==> config.mk <==
export PLATFORM = sky130hd
export DESIGN_NAME = rdyack_fifo
export DESIGN_NICKNAME = d
export VERILOG_FILES = /design/src/rtl/rdyack_fifo.sv
export SDC_FILE = /design/constraint.sdc
export NUM_CORES = 1
export LEC_CHECK = 0
export CAP_MARGIN = 20
export CELL_PAD_IN_SITES_DETAIL_PLACEMENT = 0
export CELL_PAD_IN_SITES_GLOBAL_PLACEMENT = 2
export CORE_MARGIN = 2
export CORE_UTILIZATION = 43
export CTS_BUF_LIST = sky130_fd_sc_hd__clkbuf_8
export DETAILED_ROUTE_END_ITERATION = 8
export PLACE_DENSITY_LB_ADDON = 0.1
export SYNTH_ARGS = -nofsm -noshare
export SYNTH_HDL_FRONTEND = slang
export SYNTH_SLANG_ARGS = --single-unit
==> constraint.sdc <==
create_clock -name clk -period 4.7 [get_ports clk]
set_input_delay 0.47 -clock clk [delete_from_list [all_inputs] [get_ports clk]]
set_output_delay 0.47 -clock clk [all_outputs]
set_load 0.02 [all_outputs]
==> src/rtl/rdyack_fifo.sv <==
// rdyack_fifo: multi-entry elastic buffer with rdy/ack handshake on both sides.
// Occupancy is exposed as o_n / o_full / o_empty for flow-control logic.
//
// Handshake: a side's rdy says a word is offered and its ack says the word
// is taken in this cycle. A word moves only on a cycle where rdy and ack are
// both high at the rising edge of clk. The offering side holds rdy and data
// stable until it sees ack. Here src_ack is produced by the FIFO, and
// dst_ack is produced by the consumer; dst_ack without dst_rdy does nothing.
module rdyack_fifo #(
   parameter int DATA_W = 8,
   parameter int DEPTH  = 4,
   parameter int FAST   = 1,
   parameter int CNT_W  = $clog2(DEPTH + 1)
) (
   input  logic              clk,
   input  logic              rst,
   input  logic              src_rdy,
   output logic              src_ack,
   input  logic [DATA_W-1:0] src_data,
   output logic              dst_rdy,
   input  logic              dst_ack,
   output logic [DATA_W-1:0] dst_data,
   input  logic              flush,
   output logic [CNT_W-1:0]  o_n,
   output logic              o_full,
   output logic              o_empty
);

   localparam int PTR_W = (DEPTH > 1) ? $clog2(DEPTH) : 1;

   logic [DATA_W-1:0] mem [DEPTH];
   logic [PTR_W-1:0]  wp;
   logic [PTR_W-1:0]  rp;
   logic              room;
   logic              wr_en;
   logic              rd_en;

   // Status flags decode registered occupancy only, so they have no input path.
   assign o_full  = (o_n == CNT_W'(DEPTH));
   assign o_empty = (o_n == '0);

   // With FAST set, a full FIFO still has room when the head leaves this cycle.
   assign room    = (FAST != 0) ? (!o_full || dst_ack) : !o_full;
   assign src_ack = rst && src_rdy && !flush && room;
   assign dst_rdy = !o_empty && !flush;
   assign dst_data = mem[rp];

   assign wr_en = src_ack;
   assign rd_en = dst_ack && dst_rdy;

   // Storage array: written on accepted source words, cleared on reset.
   always_ff @(posedge clk or negedge rst) begin
      if (!rst) begin
         for (int i = 0; i < DEPTH; i++) begin
            mem[i] <= '0;
         end
      end else if (wr_en) begin
         mem[wp] <= src_data;
      end
   end

   // Pointers and occupancy: wrap explicitly at DEPTH-1, flush empties the queue.
   always_ff @(posedge clk or negedge rst) begin
      if (!rst) begin
         wp  <= '0;
         rp  <= '0;
         o_n <= '0;
      end else if (flush) begin
         wp  <= '0;
         rp  <= '0;
         o_n <= '0;
      end else begin
         if (wr_en) begin
            wp <= (wp == PTR_W'(DEPTH - 1)) ? '0 : wp + PTR_W'(1);
         end
         if (rd_en) begin
            rp <= (rp == PTR_W'(DEPTH - 1)) ? '0 : rp + PTR_W'(1);
         end
         case ({wr_en, rd_en})
            2'b10:   o_n <= o_n + CNT_W'(1);
            2'b01:   o_n <= o_n - CNT_W'(1);
            default: o_n <= o_n;
         endcase
      end
   end

endmodule

* Yosys cells after proc, flatten, opt, wreduce, memory -nomap -nowiden
Cells that the tools add are included.
** Word-level totals
- Register bits after elaboration :: 39
- Bits of input ports :: 13
- Logic and storage cells :: 49
** Cells by class
- $add $sub $neg :: 4
- $lt $le $gt $ge :: 3
- Equal/unequal tests :: 5
- Multiplexer cells :: 14
- Bitwise logic cells :: 2
- Reduce and logical (&&, ||, !) cells :: 14
** Operator list (number)
- 32-bit bitwise mux :: 1
- 8-bit two-way mux :: 3
- 8-bit binary-select mux with 2-bit select :: 1
- 8-bit demux with 2-bit select :: 1
- 2-bit two-way mux :: 6
- 2-bit equality test (second input constant) :: 3
- 3-bit >= comparator (second input constant) :: 2
- 1-bit logical AND :: 6
- 2-bit inverter with 3-bit output :: 2
- 3-bit one-hot mux with 2 select lines :: 1
- 2-bit by 1-bit adder with 2-bit output (second input constant) :: 2
- 2-bit nonzero test :: 2
- 3-bit by 1-bit adder with 3-bit output (second input constant) :: 1
- 3-bit equality test (second input constant) :: 1
- 1-bit zero test :: 3
- 3-bit zero test :: 1
- 3-bit by 1-bit less-than comparator with 1-bit output (second input constant) :: 1
- 3-bit two-way mux :: 1
- 3-bit nonzero test :: 1
- 3-bit by 1-bit subtractor with 3-bit output (second input constant) :: 1
- 2-bit by 1-bit equality test with 1-bit output (second input constant) :: 1
- 1-bit logical OR :: 1

* Longest topological paths before layout
- Depth in word-level cells :: 7
- Gate-level depth with buffers :: 7
- Gate-level depth less buffers :: 7

* Worst setup path after synthesis
OpenSTA, ideal clock, no wires.
- Kind :: reg-to-reg
- From :: register o_n[1]
- To :: register o_n[1]
- Data arrival time :: 2.065 ns
- Required time :: 4.574 ns
- Path slack :: 2.509 ns
- Stages on the path, launching flop included :: 7
- Buffers on the path :: 0
- Clock period less this slack :: 2.191 ns
- Cells stage by stage :: dfrtp_1 -> nor3_2 -> nor3_1 -> fa_1 -> and4_1 -> a221oi_1 -> nand2_1
** Between the ends
- Word-level cells in the longest chain between the ends :: 7
- Elaborated cells between the ends (all ways) :: 15
- Classes of those cells :: 2 x add/sub; 3 x eq/ne; 2 x mux; 8 x reduce/logical
** RTL lines
- start: declaration :: line 24 : output logic [CNT_W-1:0] o_n,
- start signal: assignment :: line 80 : 2'b10: o_n <= o_n + CNT_W'(1);
- start signal: assignment :: line 81 : 2'b01: o_n <= o_n - CNT_W'(1);
- start signal: assignment :: line 82 : default: o_n <= o_n;
- 3-bit zero test * :: line 40 : assign o_empty = (o_n == '0);
- via o_empty :: line 26 : output logic o_empty
- 1-bit zero test * :: line 45 : assign dst_rdy = !o_empty && !flush;
- 1-bit logical AND * :: line 45
- 1-bit logical AND * :: line 49 : assign rd_en = dst_ack && dst_rdy;
- 2-bit by 1-bit equality test with 1-bit output or 2-bit equality test (tied branches) :: line 79 : case ({wr_en, rd_en})
- 3-bit one-hot mux with 2 select lines :: line 79
- 3-bit two-way mux :: line 68 : end else if (flush) begin
Mark *: on every way through the listed nets, which the timed path passes. The rest lies on a longest branch.
A chain may end at the register's enable or synchronous reset.

* Final worst setup path
- From :: register rp[0]
- To :: output port dst_data[0]
** Between the ends
- Word-level cells in the longest chain between the ends :: 4
** RTL lines
- start: declaration :: line 33 : logic [PTR_W-1:0] rp;
- start signal: assignment :: line 77 : rp <= (rp == PTR_W'(DEPTH - 1)) ? '0 : rp + PTR_W'(1);
- 2-bit inverter with 3-bit output (implied by the code) :: line 46 : assign dst_data = mem[rp];
- 8-bit binary-select mux with 2-bit select :: line 46
- 8-bit two-way mux (implied by the code) (2 in series) :: line 46
- end: declaration :: line 22 : output logic [DATA_W-1:0] dst_data,
No other way between the ends. The select of a mux whose other input is x is not followed.

==> out/results.tsv <==
stage	metric	value	unit
status	status	complete, no violations	
global_route	grt_overflow	0	
synth	synth_warnings	0	
clocking	cts.clk_slew.worst_paths	70	ps
pwr	powerDensity	390	nW/µm²
route	via_count	1223	
clocking	cts-root-buf	clkbuf_8	
clocking	cts_resized	0	
clocking	clock_sinks	39	
floorplanning	fp.dieW	73.8	µm
clocking	clk_path_buf_depth	2	
clocking	cts_setup_buffers	0	
floorplanning	die_area	5440	µm²
setup_path	r2r_start	o_n[1]	
timing	max_slew_margin	54.6	%
clocking	hold_buffers	0	
route	drc	0	
synth	yosysTopAreaCell	dfrtp_1	
pwr	leakagePower	1.08	nW
route	drt-vias-per-instance	5.23	
setup_path	worst_setup_path_end_kind	output pin	
timing	tns	0	ps
route	dr.pass1.iters	4	
job	maxCapViolCount	0	
route	drtIter0Drc	56	
clocking	cts-buffers-inserted	5	
floorplanning	core-area	4720	µm²
synth	avgSynthCellArea	15.1	µm²
setup_path	cp_data_arrival_time	2230	ps
cells_and_area	layout_commonest_cell	dfrtp_1	
setup_path	cp-endpoint	dst_data[0]	
clocking	cts_tree	yes	
cells_and_area	fillers	393	
route	ant_nets	0	
place	hpwl	2.77	mm
setup_path	r2r_cells	6	
global_route	grt_util_all_layers	17.0	%
setup_path	crit_fanout	11	
cells_and_area	final_util	53.0	%
setup_path	cp-start-kind	flip-flop	
floorplanning	io_pins	28	
synth	synth_top_area_share	46.6	%
place	io_buffers	27	
synth	synth_cells	139	
setup_path	r2r-end	o_n[1]	
setup_path	r2r_setup_slack	2590	ps
setup_path	worstSetupPathType	flip-flop to output pin	
pwr	clkPwrFrac	28.7	%
synth	netlist_area	2090	µm²
pwr	p_comb_share	26.9	%
route	drt_wl_total	4.10	mm
cells_and_area	final_nets	185	
timing	finalCriticalPeriod	2700	ps
global_route	antenna_found_initial	0	
route	wl_per_cell	17.5	µm
timing	holdWs	21.1	ps
timing	period_share	57.4	%
place	place.gp.congestion	0.815	
floorplanning	rows	25	
setup_path	crit_required	4230	ps
timing	setup_viol	0	
clocking	h-tree-depth	2	
cells_and_area	n_antenna_cell	0	
timing	rsz0062_at_grt	no	
timing	slew_violations	0	
global_route	grt_max_degree	37	
floorplanning	die-height	73.8	µm
global_route	grt_pass1_vias	1321	
setup_path	cp-startpoint	rp[0]	
pwr	p_sw	264	µW
pwr	ir_drop	0.145	mV
cells_and_area	syn_to_final_growth	19.5	%
pwr	p_int	712	µW
global_route	grt_pass1_wl	6.83	mm
floorplanning	initial_core_util	44.3	%
pwr	p_sw_share	27.0	%
timing	fin_worst_skew	9.96	ps
cells_and_area	layout_common_cells	39 x dfrtp_1, 32 x mux2_4, 26 x clkdlybuf4s50_1	
synth	ys_types	37	
clocking	clock_latency	290	ps
synth	ys_top_cells_by_area	dfrtp_1 47%, mux2_4 23%, mux4_2 8.6%	
timing	hold_viol	0	
cells_and_area	drive_gt1_share	32.9	%
timing	clock.fmax	371	MHz
synth	ys_ff_latch	39	
synth	syn_nets	158	
timing	tightestPinTransition	681	ps
synth	ys_seq_area_share	46.6	%
pwr	p_seq_share	44.4	%
min_path	min_path_type	primary input to asynchronous set/reset pin	
==> how the worst min path moves through the flow <==
stage | endpoint | cells past startpoint
after global placement | rp[1] | 1
final | rp[1] | 1
after detailed placement | rp[1] | 1
after floorplan | mem[0] | 0
after global routing | rp[1] | 1
after CTS | rp[1] | 1
==> area by class of cell <==
cell class,instances,area (µm²),area share (%)
well taps,67,83.8,3.35
repair buffers,28,273,10.9
clock buffers,5,68.8,2.75
clock inverters,3,43.8,1.75
multi-input cells,88,1040,41.6
flip-flops and latches,39,976,39.0
inverters,4,15.0,0.600
==> synthesized netlist by cell type (all sizes together) <==
master / number
a211oi: 2
a21bo: 1
a21oi: 1
a221oi: 1
a31o: 1
a31oi: 1
and2: 5
and3: 1
and4: 2
buf: 6
clkbuf: 2
dfrtp: 39
fa: 1
ha: 5
inv: 4
mux2: 32
mux2i: 1
mux4: 8
nand2: 3
nand2b: 1
nand3: 1
nor2: 5
nor2b: 1
nor3: 4
nor3b: 1
nor4b: 1
o2111ai: 1
o211ai: 1
o21ai: 1
o221ai: 1
o31ai: 1
o32ai: 1
or3: 1
xnor2: 2
==> logic make-up after synthesis <==
kind of cell / Yosys count / synth area share [%]
xor gates and xnor gates: 2 / 0.837
AOI/OAI and AO/OA: 13 / 4.78
adders and majority gates: 6 / 3.95
buffers and inverters: 12 / 3.65
muxes: 41 / 32.0
and+or+nand+nor: 26 / 8.13
DFF: 39 / 46.6
==> critical path, cell delays in order, from the launching register on <==
cell	delay [ps]
dfrtp_1	780
mux4_2	590
clkdlybuf4s50_1	570
==> state kept, by name, summed over array words and instances, names as in the netlist <==
name and count:
o_n 3, wp 2, rp 2, mem 32
==> routing by layer <==
layer,GRT usage (%),vias up,share of wire [%]
met3,4.39,6,3.3
met4,4.85,0,1.2
met5,0,-,0
li1,-,565,-
met2,27.0,23,49
met1,22.9,629,47
==> per-stage QoR <==
stage	instance area [µm²]	cells	power, mW	worst slack [ps]
floorplan	2090	139	0.604	2510
global placement	2390	226	0.695	1990
detailed placement	2390	226	0.705	1930
CTS	2500	234	0.984	1970
global route	2500	234	1.02	1910
finish	2500	234	0.976	2000
==> power by group through the flow <==
stage	combinational [mW]	sequential [mW]	clock (mW)
2_1_floorplan	0.181	0.423	0
3_3_place_gp	0.260	0.435	0
3_5_place_dp	0.265	0.440	0
4_1_cts	0.266	0.434	0.284
5_1_grt	0.283	0.443	0.299
6_report	0.263	0.434	0.280
Power figures use the tool's default switching activity.
